### src/rtl/mem_arbiter_l1_if.sv
// rtl/mem_arbiter_l1_if.sv - L1 icache/dcache miss ports and the shared line-fill memory port
interface mem_arbiter_l1_if #(
    parameter int ADDR_W = 32,
    parameter int LINE_W = 256
);
    logic              i_req;
    logic [ADDR_W-1:0] i_address;
    logic [LINE_W-1:0] i_data;
    logic              i_valid;
    logic              d_req;
    logic              d_we;
    logic [ADDR_W-1:0] d_address;
    logic [LINE_W-1:0] d_wdata;
    logic [LINE_W-1:0] d_data;
    logic              d_valid;
    logic              mem_req;
    logic              mem_we;
    logic [ADDR_W-1:0] mem_address;
    logic [LINE_W-1:0] mem_wdata;
    logic [LINE_W-1:0] mem_rdata;
    logic              mem_ready;
    logic              busy;

    modport slave (
        input  i_req, i_address, d_req, d_we, d_address, d_wdata, mem_rdata, mem_ready,
        output i_data, i_valid, d_data, d_valid, mem_req, mem_we, mem_address, mem_wdata, busy
    );

    modport master (
        output i_req, i_address, d_req, d_we, d_address, d_wdata, mem_rdata, mem_ready,
        input  i_data, i_valid, d_data, d_valid, mem_req, mem_we, mem_address, mem_wdata, busy
    );
endinterface

### src/rtl/mem_arbiter_l1.sv
// rtl/mem_arbiter_l1.sv - round-robin arbiter of L1 I/D misses onto one line-fill port
// Optional: define ARB_FIXED_PRIO_EN to always favour the dcache on a tie.
module mem_arbiter_l1 #(
    parameter int ADDR_W   = 32,
    parameter int LINE_W   = 256,
    parameter int OFFSET_W = 5
) (
    input  logic              CLK,
    input  logic              RESET,
    mem_arbiter_l1_if.slave   bus
);
    typedef enum logic [1:0] {
        ST_IDLE  = 2'd0,
        ST_ISSUE = 2'd1,
        ST_RESP  = 2'd2
    } state_t;

    localparam logic [ADDR_W-1:0] LINE_MASK = {{(ADDR_W-OFFSET_W){1'b1}}, {OFFSET_W{1'b0}}};

    state_t            r_state;
    state_t            w_next;
    logic              r_last_d;
    logic              r_owner_d;
    logic              r_mem_req;
    logic              r_mem_we;
    logic [ADDR_W-1:0] r_mem_address;
    logic [LINE_W-1:0] r_mem_wdata;
    logic [LINE_W-1:0] r_i_data;
    logic [LINE_W-1:0] r_d_data;
    logic              r_i_valid;
    logic              r_d_valid;
    logic              w_grant;
    logic              w_grant_d;
    logic              w_grant_wr;
    logic [ADDR_W-1:0] w_addr;

    always_comb begin
        w_grant = bus.i_req | bus.d_req;
`ifdef ARB_FIXED_PRIO_EN
        w_grant_d = bus.d_req;
`else
        // On a tie the side that did not win last time gets the port.
        w_grant_d = bus.d_req & (~bus.i_req | ~r_last_d);
`endif
        w_grant_wr = w_grant_d & bus.d_we;
        w_addr     = (w_grant_d ? bus.d_address : bus.i_address) & LINE_MASK;
    end

    always_comb begin
        w_next = r_state;
        case (r_state)
            ST_IDLE:  if (w_grant) w_next = ST_ISSUE;
            ST_ISSUE: if (bus.mem_ready) w_next = ST_RESP;
            ST_RESP:  w_next = ST_IDLE;
            default:  w_next = ST_IDLE;
        endcase
    end

    always_ff @(posedge CLK or negedge RESET) begin
        if (!RESET) begin
            r_state <= ST_IDLE;
        end else begin
            r_state <= w_next;
        end
    end

    always_ff @(posedge CLK or negedge RESET) begin
        if (!RESET) begin
            r_last_d      <= 1'b0;
            r_owner_d     <= 1'b0;
            r_mem_req     <= 1'b0;
            r_mem_we      <= 1'b0;
            r_mem_address <= '0;
            r_mem_wdata   <= '0;
            r_i_data      <= '0;
            r_d_data      <= '0;
            r_i_valid     <= 1'b0;
            r_d_valid     <= 1'b0;
        end else begin
            r_i_valid <= 1'b0;
            r_d_valid <= 1'b0;
            if (r_state == ST_IDLE && w_grant) begin
                r_owner_d     <= w_grant_d;
                r_last_d      <= w_grant_d;
                r_mem_req     <= 1'b1;
                r_mem_we      <= w_grant_wr;
                r_mem_address <= w_addr;
                r_mem_wdata   <= w_grant_wr ? bus.d_wdata : '0;
            end else if (r_state == ST_ISSUE && bus.mem_ready) begin
                r_mem_req <= 1'b0;
                r_mem_we  <= 1'b0;
                if (r_owner_d) begin
                    r_d_valid <= 1'b1;
                    // A write-back only gets an acknowledge; d_data keeps the last fill.
                    if (!r_mem_we) r_d_data <= bus.mem_rdata;
                end else begin
                    r_i_valid <= 1'b1;
                    r_i_data  <= bus.mem_rdata;
                end
            end
        end
    end

    assign bus.mem_req     = r_mem_req;
    assign bus.mem_we      = r_mem_we;
    assign bus.mem_address = r_mem_address;
    assign bus.mem_wdata   = r_mem_wdata;
    assign bus.i_data      = r_i_data;
    assign bus.d_data      = r_d_data;
    assign bus.i_valid     = r_i_valid;
    assign bus.d_valid     = r_d_valid;
    assign bus.busy        = (r_state != ST_IDLE);
endmodule
### src/flat_wrapper.sv
// flat-port wrapper written by rule: the top's interface ports become plain ports
module mem_arbiter_l1_flat 
#(
    parameter int ADDR_W   = 32,
    parameter int LINE_W   = 256,
    parameter int OFFSET_W = 5
)
  (CLK, RESET, bus_i_req, bus_i_address, bus_d_req, bus_d_we, bus_d_address, bus_d_wdata, bus_mem_rdata, bus_mem_ready, bus_i_data, bus_i_valid, bus_d_data, bus_d_valid, bus_mem_req, bus_mem_we, bus_mem_address, bus_mem_wdata, bus_busy);
  mem_arbiter_l1_if #(.ADDR_W(ADDR_W), .LINE_W(LINE_W)) bus_i ();
  input  logic CLK;
  input  logic RESET;
  input wire logic [$bits(bus_i.i_req)-1:0] bus_i_req;
  input wire logic [$bits(bus_i.i_address)-1:0] bus_i_address;
  input wire logic [$bits(bus_i.d_req)-1:0] bus_d_req;
  input wire logic [$bits(bus_i.d_we)-1:0] bus_d_we;
  input wire logic [$bits(bus_i.d_address)-1:0] bus_d_address;
  input wire logic [$bits(bus_i.d_wdata)-1:0] bus_d_wdata;
  input wire logic [$bits(bus_i.mem_rdata)-1:0] bus_mem_rdata;
  input wire logic [$bits(bus_i.mem_ready)-1:0] bus_mem_ready;
  output wire logic [$bits(bus_i.i_data)-1:0] bus_i_data;
  output wire logic [$bits(bus_i.i_valid)-1:0] bus_i_valid;
  output wire logic [$bits(bus_i.d_data)-1:0] bus_d_data;
  output wire logic [$bits(bus_i.d_valid)-1:0] bus_d_valid;
  output wire logic [$bits(bus_i.mem_req)-1:0] bus_mem_req;
  output wire logic [$bits(bus_i.mem_we)-1:0] bus_mem_we;
  output wire logic [$bits(bus_i.mem_address)-1:0] bus_mem_address;
  output wire logic [$bits(bus_i.mem_wdata)-1:0] bus_mem_wdata;
  output wire logic [$bits(bus_i.busy)-1:0] bus_busy;
  assign bus_i.i_req = bus_i_req;
  assign bus_i.i_address = bus_i_address;
  assign bus_i.d_req = bus_d_req;
  assign bus_i.d_we = bus_d_we;
  assign bus_i.d_address = bus_d_address;
  assign bus_i.d_wdata = bus_d_wdata;
  assign bus_i.mem_rdata = bus_mem_rdata;
  assign bus_i.mem_ready = bus_mem_ready;
  assign bus_i_data = bus_i.i_data;
  assign bus_i_valid = bus_i.i_valid;
  assign bus_d_data = bus_i.d_data;
  assign bus_d_valid = bus_i.d_valid;
  assign bus_mem_req = bus_i.mem_req;
  assign bus_mem_we = bus_i.mem_we;
  assign bus_mem_address = bus_i.mem_address;
  assign bus_mem_wdata = bus_i.mem_wdata;
  assign bus_busy = bus_i.busy;
  mem_arbiter_l1 #(.ADDR_W(ADDR_W), .LINE_W(LINE_W), .OFFSET_W(OFFSET_W)) u_core (.CLK(CLK), .RESET(RESET), .bus(bus_i));
endmodule
### config.mk
export PLATFORM = sky130hd
export DESIGN_NAME = mem_arbiter_l1_flat
export DESIGN_NICKNAME = d
export VERILOG_FILES = /design/src/rtl/mem_arbiter_l1_if.sv /design/src/rtl/mem_arbiter_l1.sv /design/src/flat_wrapper.sv
export SDC_FILE = /design/constraint.sdc
export NUM_CORES = 1
export LEC_CHECK = 0
export CAP_MARGIN = 20
export CORE_AREA = 2 2 539 541
export DETAILED_ROUTE_END_ITERATION = 6
export DIE_AREA = 0 0 541 543
export HOLD_SLACK_MARGIN = 0.02
export PLACE_DENSITY_LB_ADDON = 0.12
export SYNTH_ARGS = -nofsm -noshare
export SYNTH_HDL_FRONTEND = slang
export SYNTH_SLANG_ARGS = --single-unit
### constraint.sdc
create_clock -name CLK -period 2.2 [get_ports CLK]
set_input_delay 0.44 -clock CLK [delete_from_list [all_inputs] [get_ports CLK]]
set_output_delay 0.44 -clock CLK [all_outputs]
set_load 0.02 [all_outputs]
==> results of run 1 <==
placed cells by master, fill, tap and decap left out, types with 2 or more instances in the layout:
| master | instances |
|---|---|
| mux2_1 | 19 |
| bufinv_16 | 7 |
| dlygate4sd2_1 | 729 |
| clkinv_2 | 17 |
| clkinvlp_4 | 4 |
| inv_1 | 3 |
| diode_2 | 42 |
| clkdlybuf4s15_1 | 28 |
| buf_12 | 42 |
| inv_6 | 2 |
| dlygate4sd3_1 | 3 |
| clkdlybuf4s50_1 | 570 |
| clkdlybuf4s15_2 | 41 |
| a22o_1 | 256 |
| dfrtp_1 | 794 |
| dfrtp_2 | 8 |
| mux2_2 | 547 |
| buf_4 | 84 |
| clkbuf_16 | 115 |
| nor2_4 | 2 |
| clkbuf_1 | 26 |
| clkbuf_8 | 27 |
| conb_1 | 5 |
| nand2_1 | 2 |
metal layers:
layer / GRT usage (%) / vias to the layer above / share of wire, %
li1: - / 9601 / -
met1: 11.5 / 11000 / 36
met2: 19.7 / 1025 / 50
met3: 5.91 / 237 / 11
met4: 2.26 / 90 / 2.0
met5: 0 / - / 0.34
final cells by class:
type	instances	share of cell area [%]
clock inverter	32	0.751
antenna	42	0.203
sequential	802	38.8
tap	3781	9.13
multi-input combinational	841	17.0
inverter	3	0.0217
timing repair buffer	1499	27.7
clock buffer	168	6.46
worst min path at each step:
stage	startpoint	end	slack (ps)	cells past startpoint
after floorplan	RESET	u_core.bus.d_data[0]$_DFFE_PN0P_	140	0
after global placement	RESET	u_core.bus.mem_wdata[120]$_DFFE_PN0P_	330	1
after detailed placement	RESET	u_core.bus.mem_wdata[120]$_DFFE_PN0P_	330	1
after CTS	bus_d_wdata[12]	u_core.bus.mem_wdata[12]$_DFFE_PN0P_	110	2
after global routing	bus_d_wdata[14]	u_core.bus.mem_wdata[14]$_DFFE_PN0P_	150	2
final	bus_d_wdata[12]	u_core.bus.mem_wdata[12]$_DFFE_PN0P_	220	2
power groups by stage:
stage          logic (W)  clock network (W)  registers, W
4_1_cts           0.0354             0.0197        0.0255
3_3_place_gp      0.0400                  0        0.0258
5_1_grt           0.0363             0.0202        0.0263
2_1_floorplan    0.00907                  0        0.0334
3_5_place_dp      0.0399                  0        0.0258
6_report          0.0343             0.0187        0.0253
metrics by stage:
stage / total power (W) / cell area, sq um / setup slack, ps / hold slack [ps]
finish: 0.0782 / 51800 / 116 / 220
global route: 0.0827 / 51700 / 4.12 / 149
CTS: 0.0805 / 51700 / -94.5 / 108
detailed placement: 0.0658 / 48800 / -337 / 327
global placement: 0.0658 / 48800 / -321 / 326
floorplan: 0.0425 / 29600 / 497 / 144
cells by family after synthesis:
| kind of cell | after synthesis | synth area share (%) |
|---|---|---|
| simple gates | 9 | 0.296 |
| flops | 802 | 67.9 |
| buf+inv | 126 | 2.58 |
| other cells | 1 | 0.0127 |
| mux | 567 | 21.6 |
| compound gates | 260 | 7.68 |
registers in the layout (all words and copies together), names as in the netlist:
name	flops
u_core.bus.d_data	256
u_core.bus.i_data	256
u_core.bus.mem_wdata	256
u_core.bus.mem_address	27
u_core.r_state	2
u_core.bus.d_valid	1
u_core.bus.i_valid	1
u_core.bus.mem_req	1
u_core.bus.mem_we	1
u_core.r_last_d	1
what timing repair did:
item | in CTS | in global routing
endpoints found under the setup margin | 799 | 3
setup buffers | 0 | 1
hold buffers | 3 | 0
resized for setup | 919 | 4
cloned | 0 | 0
hold endpoints to repair | 302 | 0
worst reg2reg max path, cell delays in order (launching register included):
cell and delay, ps:
dfrtp_2 400, buf_4 150, nand3b_4 110, nor3_4 200, buf_12 300, buf_12 350
mux2_2 400
==> results.py, run 1 <==
metrics = {
    "clock_tree": {
        "clock_sinks": 802,
        "insertion_delay_ps": 810,
        "cts_buffers": 115,
        "clk_pin_slew_ps": 60,
        "cts_buffer_depth": 4,
        "cts_root_buf": "clkbuf_16",
        "cts_tree": "built",
        "htree_levels": 3,
    },
    "worst_setup_path": {
        "reg2reg_depth": 6,
        "reg2reg_slack_ps": 150,
        "cpLargestDelayFamily": "flip-flops",
        "critPathLaunch": "u_core.bus.mem_wdata[206]$_DFFE_PN0P_",
        "crit_slowest_cell": "dfrtp_2",
        "cp.arrival_ps": 1640,
        "cp.buffers_inverters": 1,
        "path_class": "flop to primary output",
        "r2r-end": "u_core.bus.d_data[221]$_DFFE_PN0P_",
        "crit_path_start_kind": "flop",
        "critPathMaxFanout": 2,
        "end_kind": "primary output",
        "cp.depth": 1,
        "cp.required_ps": 1760,
        "cp-endpoint": "bus_mem_wdata[206]",
        "crit_chain": "clkdlybuf4s15_2",
        "r2r_start": "u_core.r_state[0]$_DFFE_PN0P_",
        "cp_slowest_stage_delay_ps": 480,
    },
    "floorplan": {
        "initial_core_util_pct": 10.3,
        "io_pins": 1387,
        "die_w_microns": 541,
        "die_h_microns": 543,
        "core.rowCount": 197,
        "die_area_sq_mm": 0.294,
        "coreArea_sq_mm": 0.287,
    },
    "timing": {
        "final.setup_skew_ps": 36.2,
        "drv_slew": 0,
        "period_needed_ps": 2080,
        "slew_headroom_pct": 46.8,
        "setup_viol": 0,
        "post-route-period-util_pct": 94.7,
        "report.final.hold_viol_count": 0,
        "worst_pin_slew_ps": 796,
        "fin_setup_tns_ps": 0,
        "rsz0062_at_grt": "false",
        "fmax_mhz": 480,
    },
    "yosys": {
        "synth_commonest_cells": "dfrtp_1, mux2_2, a22o_1",
        "syn_inst": 1765,
        "ys_types": 22,
        "syn-cell-area_sq_mm": 0.0296,
        "synth_edf_count": 0,
        "ys_async_sr_fraction_pct": 100,
        "synth_top_area_share_pct": 67.9,
        "ys_warn_count": 0,
        "synthFlopType": "dfrtp_1",
        "yosysSeqAreaShare_pct": 67.9,
        "yosys-top-cells-area": "dfrtp_1, mux2_2, a22o_1",
        "synth_most_common_cell": "dfrtp_1",
        "synth_seq_cells": 802,
        "synth.avg_cell_area_sq_um": 16.8,
        "yosysTopAreaCell": "dfrtp_1",
    },
    "detailed_routing": {
        "final_antenna_net_count": 0,
        "firstDrtPassIters": 6,
        "drc": 0,
        "drt-total-wl_microns": 168000,
        "viasPerCell": 3.06,
        "wl_per_cell_microns": 23.5,
        "drt_iter0_markers": 667,
        "via_count": 21900,
    },
    "global_routing": {
        "grt_pass1_vias": 24000,
        "grt_pass1_wl_microns": 225000,
        "gr-total-overflow": 0,
        "grt_antenna_before_repair": 91,
        "grtUsageTotal_pct": 11.1,
        "grt_max_degree": 74,
    },
    "pwr": {
        "powerDensity_mw_per_mm2": 1510,
        "power_frac_comb_pct": 43.8,
        "p_sw_share_pct": 39.7,
        "ir_drop_v": 0.000597,
        "p_leak_nw": 22.7,
        "clkPwrFrac_pct": 23.9,
        "p_int_w": 0.0471,
        "p_switching_w": 0.0311,
        "p_seq_share_pct": 32.3,
    },
    "final_layout": {
        "final_cells": 7168,
        "ff_latch_area_sq_mm": 0.0201,
        "final_util_pct": 18.0,
        "n_fill_cell": 31400,
        "drive_gt1_share_pct": 27.1,
        "final_nets": 3844,
        "multi_input_area_sq_mm": 0.00878,
        "area_growth_pct": 75.1,
    },
    "placed_design": {
        "post-place-cells": 6922,
        "port_buffers": 1371,
        "place_congestion": 0.756,
        "dp_hpwl_microns": 137000,
    },
    "min_path": {
        "min_path_type": "primary input to flop",
    },
    "status": {
        "status": "completed",
    },
    "flow_run": {
        "drv_cap": 0,
    },
}
No activity file was read; power rests on OpenSTA's default activity.
==> inputs of run 2 (changes only) <==
Settings changed: CTS_CLUSTER_DIAMETER from default to 50, SLEW_MARGIN from default to 20.
==> results.py, run 2 (synthesis gave the netlist of run 1 again) <==
metrics = {
    "floorplan": {
        "die_w_microns": 541,
        "core.rowCount": 197,
        "initial_core_util_pct": 10.3,
        "die_area_sq_mm": 0.294,
        "io_pins": 1387,
        "die_h_microns": 543,
        "coreArea_sq_mm": 0.287,
    },
    "worst_setup_path": {
        "end_kind": "asynchronous set/reset pin",
        "crit_path_start_kind": "primary input",
        "cp.arrival_ps": 2900,
        "critPathMaxFanout": 13,
        "reg2reg_slack_ps": 150,
        "r2r_start": "u_core.r_state[1]$_DFFE_PN0P_",
        "cp.required_ps": 3010,
        "r2r-end": "u_core.bus.d_data[221]$_DFFE_PN0P_",
        "path_class": "primary input to asynchronous set/reset pin",
        "reg2reg_depth": 5,
    },
    "min_path": {
        "min_path_type": "primary input to flop",
        "hp-start": "bus_d_wdata[12]",
        "holdPathEnd": "u_core.bus.mem_wdata[12]$_DFFE_PN0P_",
        "whs_path_depth": 2,
    },
    "final_layout": {
        "final_cell_mix": "dfrtp_1, dlygate4sd2_1, clkdlybuf4s50_1",
        "drive_gt1_share_pct": 29.1,
        "n_fill_cell": 31300,
        "final_cells": 7251,
        "multi_input_area_sq_mm": 0.00878,
        "area_growth_pct": 82.0,
        "ff_latch_area_sq_mm": 0.0201,
        "final_nets": 3892,
        "final_common_cell": "dfrtp_1",
    },
    "global_routing": {
        "grt_antenna_before_repair": 88,
        "gr-total-overflow": 0,
        "grt_pass1_vias": 24500,
        "grt_max_degree": 74,
        "grt_pass1_wl_microns": 227000,
        "grtUsageTotal_pct": 11.2,
    },
    "timing": {
        "period_needed_ps": 2090,
        "fmax_mhz": 479,
        "final.setup_skew_ps": 35.9,
        "drv_slew": 0,
        "report.final.hold_viol_count": 0,
        "setup_viol": 0,
        "slew_headroom_pct": 44.7,
        "rsz0062_at_grt": "false",
        "worst_pin_slew_ps": 827,
        "setup_ws_ps": 112,
        "post-route-period-util_pct": 94.9,
    },
    "detailed_routing": {
        "via_count": 22300,
        "drt_iter0_markers": 610,
        "wl_per_cell_microns": 23.4,
        "drc": 0,
        "drt-total-wl_microns": 170000,
        "firstDrtPassIters": 4,
        "viasPerCell": 3.07,
        "final_antenna_net_count": 0,
    },
    "flow_run": {
        "drv_cap": 0,
    },
    "pwr": {
        "design_power_total_w": 0.0864,
        "powerDensity_mw_per_mm2": 1600,
        "p_leak_nw": 23.7,
        "ir_drop_v": 0.000706,
    },
    "clock_tree": {
        "cts_setup_buffers": 0,
        "clock_sinks": 802,
        "cts_buffer_depth": 4,
        "cts_root_buf": "clkbuf_16",
        "htree_levels": 4,
        "cts_buffers": 164,
        "insertion_delay_ps": 820,
        "cts_tree": "built",
        "clk_pin_slew_ps": 50,
    },
    "placed_design": {
        "dp_hpwl_microns": 137000,
        "post-place-cells": 6922,
        "port_buffers": 1371,
        "place_congestion": 0.756,
        "dp_slack_ps": -337,
    },
    "status": {
        "status": "completed",
    },
}
[run 2: cell types whose count changed in the layout (fill, tap and decap cells not counted), sizes merged]
| cell | previous run | this run |
|---|---|---|
| buf | 128 | 126 |
| diode | 42 | 33 |
| clkinv | 19 | 31 |
| clkinvlp | 4 | 15 |
| clkbuf | 168 | 210 |
| inv | 5 | 15 |
| bufinv | 7 | 27 |
| clkdlybuf4s15 | 69 | 53 |
| dlygate4sd2 | 729 | 744 |
[run 2: layout make-up]
cell class                      count  area share [%]
Sequential cell                   802            37.3
Tap cell                         3781            8.79
Clock inverter                     85            2.42
Antenna cell                       33           0.153
Inverter                            3          0.0209
Timing Repair Buffer             1498            26.6
Multi-Input combinational cell    841            16.3
Clock buffer                      208            8.40
[run 2: where the power goes]
group          internal [W]  switching (W)
combinational        0.0143         0.0200
clock                0.0177        0.00911
sequential           0.0216        0.00368
total                0.0536         0.0328
[run 2: through the flow]
| step | setup TNS [ps] | area (sq um) | utilization (%) | hold WS (ps) |
|---|---|---|---|---|
| 4_1_cts | -145 | 53800 | 18.7 | 107 |
| 6_report | 0 | 53800 | 18.7 | 212 |
| 3_5_place_dp | -147740 | 48800 | 17.0 | 327 |
| 3_3_place_gp | -147470 | 48800 | 17.0 | 326 |
| 2_1_floorplan | 0 | 29600 | - | 144 |
| 5_1_grt | 0 | 53800 | 18.7 | 141 |
[run 2: critical path, stage by stage]
cell and delay [ps]:
dlygate4sd3_1 510, dlygate4sd3_1 570, buf_8 220, dlygate4sd3_1 1140
[run 2: how the worst max path moves through the flow]
stage / startpoint / endpoint / depth (start not counted)
after floorplan: bus_d_req / u_core.bus.mem_address[12]$_DFFE_PN0P_ / 5
after global placement: bus_mem_ready / u_core.bus.d_data[112]$_DFFE_PN0P_ / 6
after detailed placement: bus_mem_ready / u_core.bus.d_data[216]$_DFFE_PN0P_ / 6
after CTS: u_core.r_state[1]$_DFFE_PN0P_ / bus_busy / 3
after global routing: u_core.bus.mem_wdata[124]$_DFFE_PN0P_ / bus_mem_wdata[124] / 1
final: RESET / u_core.bus.mem_wdata[120]$_DFFE_PN0P_ / 4
[run 2: per-layer routing]
metal | vias up | global-route usage, % | share of wire [%]
met5 | - | 0 | 0.34
met4 | 90 | 2.60 | 2.0
met3 | 287 | 6.13 | 12
met2 | 1079 | 19.6 | 50
met1 | 11100 | 11.5 | 36
li1 | 9754 | - | -
[run 2: what timing repair did]
item | in CTS | in global routing
hold endpoints to repair | 297 | 0
hold buffers | 3 | 0
gates resized for setup | 900 | 2
setup endpoints to repair | 799 | 2
==> inputs of run 3 (changes only) <==
--- a/config.mk
+++ b/config.mk
@@ -7,3 +7,3 @@
 export LEC_CHECK = 0
-export CAP_MARGIN = 20
+export CAP_MARGIN = 0
 export CORE_AREA = 2 2 539 541
@@ -14,2 +14,3 @@
 export PLACE_DENSITY_LB_ADDON = 0.12
+export SKIP_LAST_GASP = 1
 export SLEW_MARGIN = 20
--- a/constraint.sdc
+++ b/constraint.sdc
@@ -3,2 +3,2 @@
 set_output_delay 0.44 -clock CLK [all_outputs]
-set_load 0.02 [all_outputs]
+set_load 0.01 [all_outputs]
==> results.py, run 3 (synthesis gave the netlist of run 1 again) <==
metrics = {
    "global_routing": {
        "grt_pass1_vias": 24700,
        "grt_pass1_wl_microns": 227000,
        "gr-total-overflow": 0,
        "grtUsageTotal_pct": 11.1,
        "grt_antenna_before_repair": 95,
        "grt_max_degree": 74,
    },
    "floorplan": {
        "core.rowCount": 197,
        "die_w_microns": 541,
        "die_area_sq_mm": 0.294,
        "coreArea_sq_mm": 0.287,
        "io_pins": 1387,
        "die_h_microns": 543,
        "initial_core_util_pct": 10.3,
    },
    "timing": {
        "worst_pin_slew_ps": 519,
        "setup_viol": 0,
        "post-route-period-util_pct": 95.1,
        "period_needed_ps": 2090,
        "setup_ws_ps": 107,
        "report.final.hold_viol_count": 0,
        "fmax_mhz": 478,
        "fin_setup_tns_ps": 0,
        "rsz0062_at_grt": "false",
        "final.setup_skew_ps": 42.1,
        "drv_slew": 0,
        "slew_headroom_pct": 65.4,
    },
    "final_layout": {
        "multi_input_area_sq_mm": 0.00878,
        "final_cell_mix": "dlygate4sd2_1, dfrtp_1, clkdlybuf4s50_1",
        "final_cells": 7280,
        "ff_latch_area_sq_mm": 0.0201,
        "final_util_pct": 18.8,
        "area_growth_pct": 82.7,
        "drive_gt1_share_pct": 28.7,
        "final_nets": 3902,
        "n_fill_cell": 31300,
        "final_common_cell": "dlygate4sd2_1",
    },
    "pwr": {
        "powerDensity_mw_per_mm2": 1510,
        "design_power_total_w": 0.0818,
        "ir_drop_v": 0.000795,
        "p_leak_nw": 24.0,
    },
    "detailed_routing": {
        "final_antenna_net_count": 0,
        "wl_per_cell_microns": 23.2,
        "viasPerCell": 3.08,
        "firstDrtPassIters": 6,
        "drt-total-wl_microns": 169000,
        "drc": 0,
        "via_count": 22400,
        "drt_iter0_markers": 813,
    },
    "clock_tree": {
        "cts_tree": "built",
        "insertion_delay_ps": 810,
        "htree_levels": 4,
        "cts_root_buf": "clkbuf_16",
        "clock_sinks": 802,
        "clk_pin_slew_ps": 50,
        "cts_buffers": 168,
        "cts_buffer_depth": 4,
    },
    "placed_design": {
        "dp_slack_ps": -334,
        "post-place-cells": 6922,
        "place_congestion": 0.756,
        "dp_hpwl_microns": 136000,
        "port_buffers": 1371,
    },
    "worst_setup_path": {
        "cp.required_ps": 1760,
        "cpLargestDelayFamily": "flip-flops",
        "critPathLaunch": "u_core.bus.mem_wdata[206]$_DFFE_PN0P_",
        "critPathMaxFanout": 2,
        "crit_path_start_kind": "flop",
        "path_class": "flop to primary output",
        "crit_chain": "dlygate4sd2_1",
        "crit_slowest_cell": "dfrtp_2",
        "r2r_start": "u_core.r_state[0]$_DFFE_PN0P_",
        "cp.arrival_ps": 1650,
        "cp_slowest_stage_delay_ps": 470,
        "end_kind": "primary output",
        "cp.buffers_inverters": 1,
    },
    "status": {
        "status": "completed",
    },
    "flow_run": {
        "drv_cap": 0,
    },
    "min_path": {
        "min_path_type": "primary input to asynchronous set/reset pin",
    },
}
==> run 3: cell count changes in the layout (fill, tap and decap cells not counted), sizes merged <==
| cell | previous run | this run |
|---|---|---|
| buf | 126 | 132 |
| clkbuf | 210 | 214 |
| clkdlybuf4s15 | 53 | 5 |
| clkdlybuf4s50 | 570 | 575 |
| clkinv | 31 | 39 |
| clkinvlp | 15 | 13 |
| diode | 33 | 44 |
| dlygate4sd2 | 744 | 785 |
| dlygate4sd3 | 3 | 2 |
| dlymetal6s2s | 0 | 4 |
| inv | 15 | 16 |
==> run 3: final timing paths <==
kind,slack [ps],cells after the start,endpoint
worst min-delay path,80,2,u_core.bus.mem_wdata[118]$_DFFE_PN0P_
max in group asynchronous,1050,4,u_core.bus.d_data[145]$_DFFE_PN0P_
min in group CLK,220,2,u_core.bus.mem_wdata[176]$_DFFE_PN0P_
worst max register to register,200,6,u_core.bus.d_data[216]$_DFFE_PN0P_
worst min register to register,480,2,u_core.bus.mem_req$_DFFE_PN0P_
worst max-delay path,110,1,bus_mem_wdata[206]
==> run 3: what timing repair did <==
action                                  in CTS  in global routing
resized for setup                          815                  9
hold buffers                                 2                  0
pin swaps                                    0                  0
setup buffers                                4                  3
endpoints found under the hold margin      297                  0
endpoints found under the setup margin     791                  5
==> run 3: cell type report <==
type	instances	share of cell area [%]
sequential	802	37.2
clock buffer	213	8.58
clock inverter	92	2.60
tap	3781	8.75
timing repair buffer	1504	26.4
antenna	44	0.204
inverter	3	0.0208
multi-input combinational	841	16.3
==> run 3: report_power, final <==
part           switching (W)  leakage (nW)  total (W)  internal (W)
clock                0.00933          2.92     0.0275        0.0182
sequential           0.00368          9.93     0.0253        0.0216
combinational         0.0147          11.2     0.0290        0.0143
total                 0.0278          24.0     0.0818        0.0541
==> run 3: metal layers <==
layer  share of wire [%]  GRT usage, %
met5                0.37             0
met4                 2.3          2.83
met3                  12          6.27
met2                  50          19.4
met1                  36          11.4
==> run 3: through the flow <==
step | area, sq um | hold slack, ps
after detailed placement | 48800 | 324
after global placement | 48800 | 326
final | 54100 | 84.5
after floorplan | 29600 | 144
after global routing | 54000 | 40.0
after CTS | 53900 | 20.5
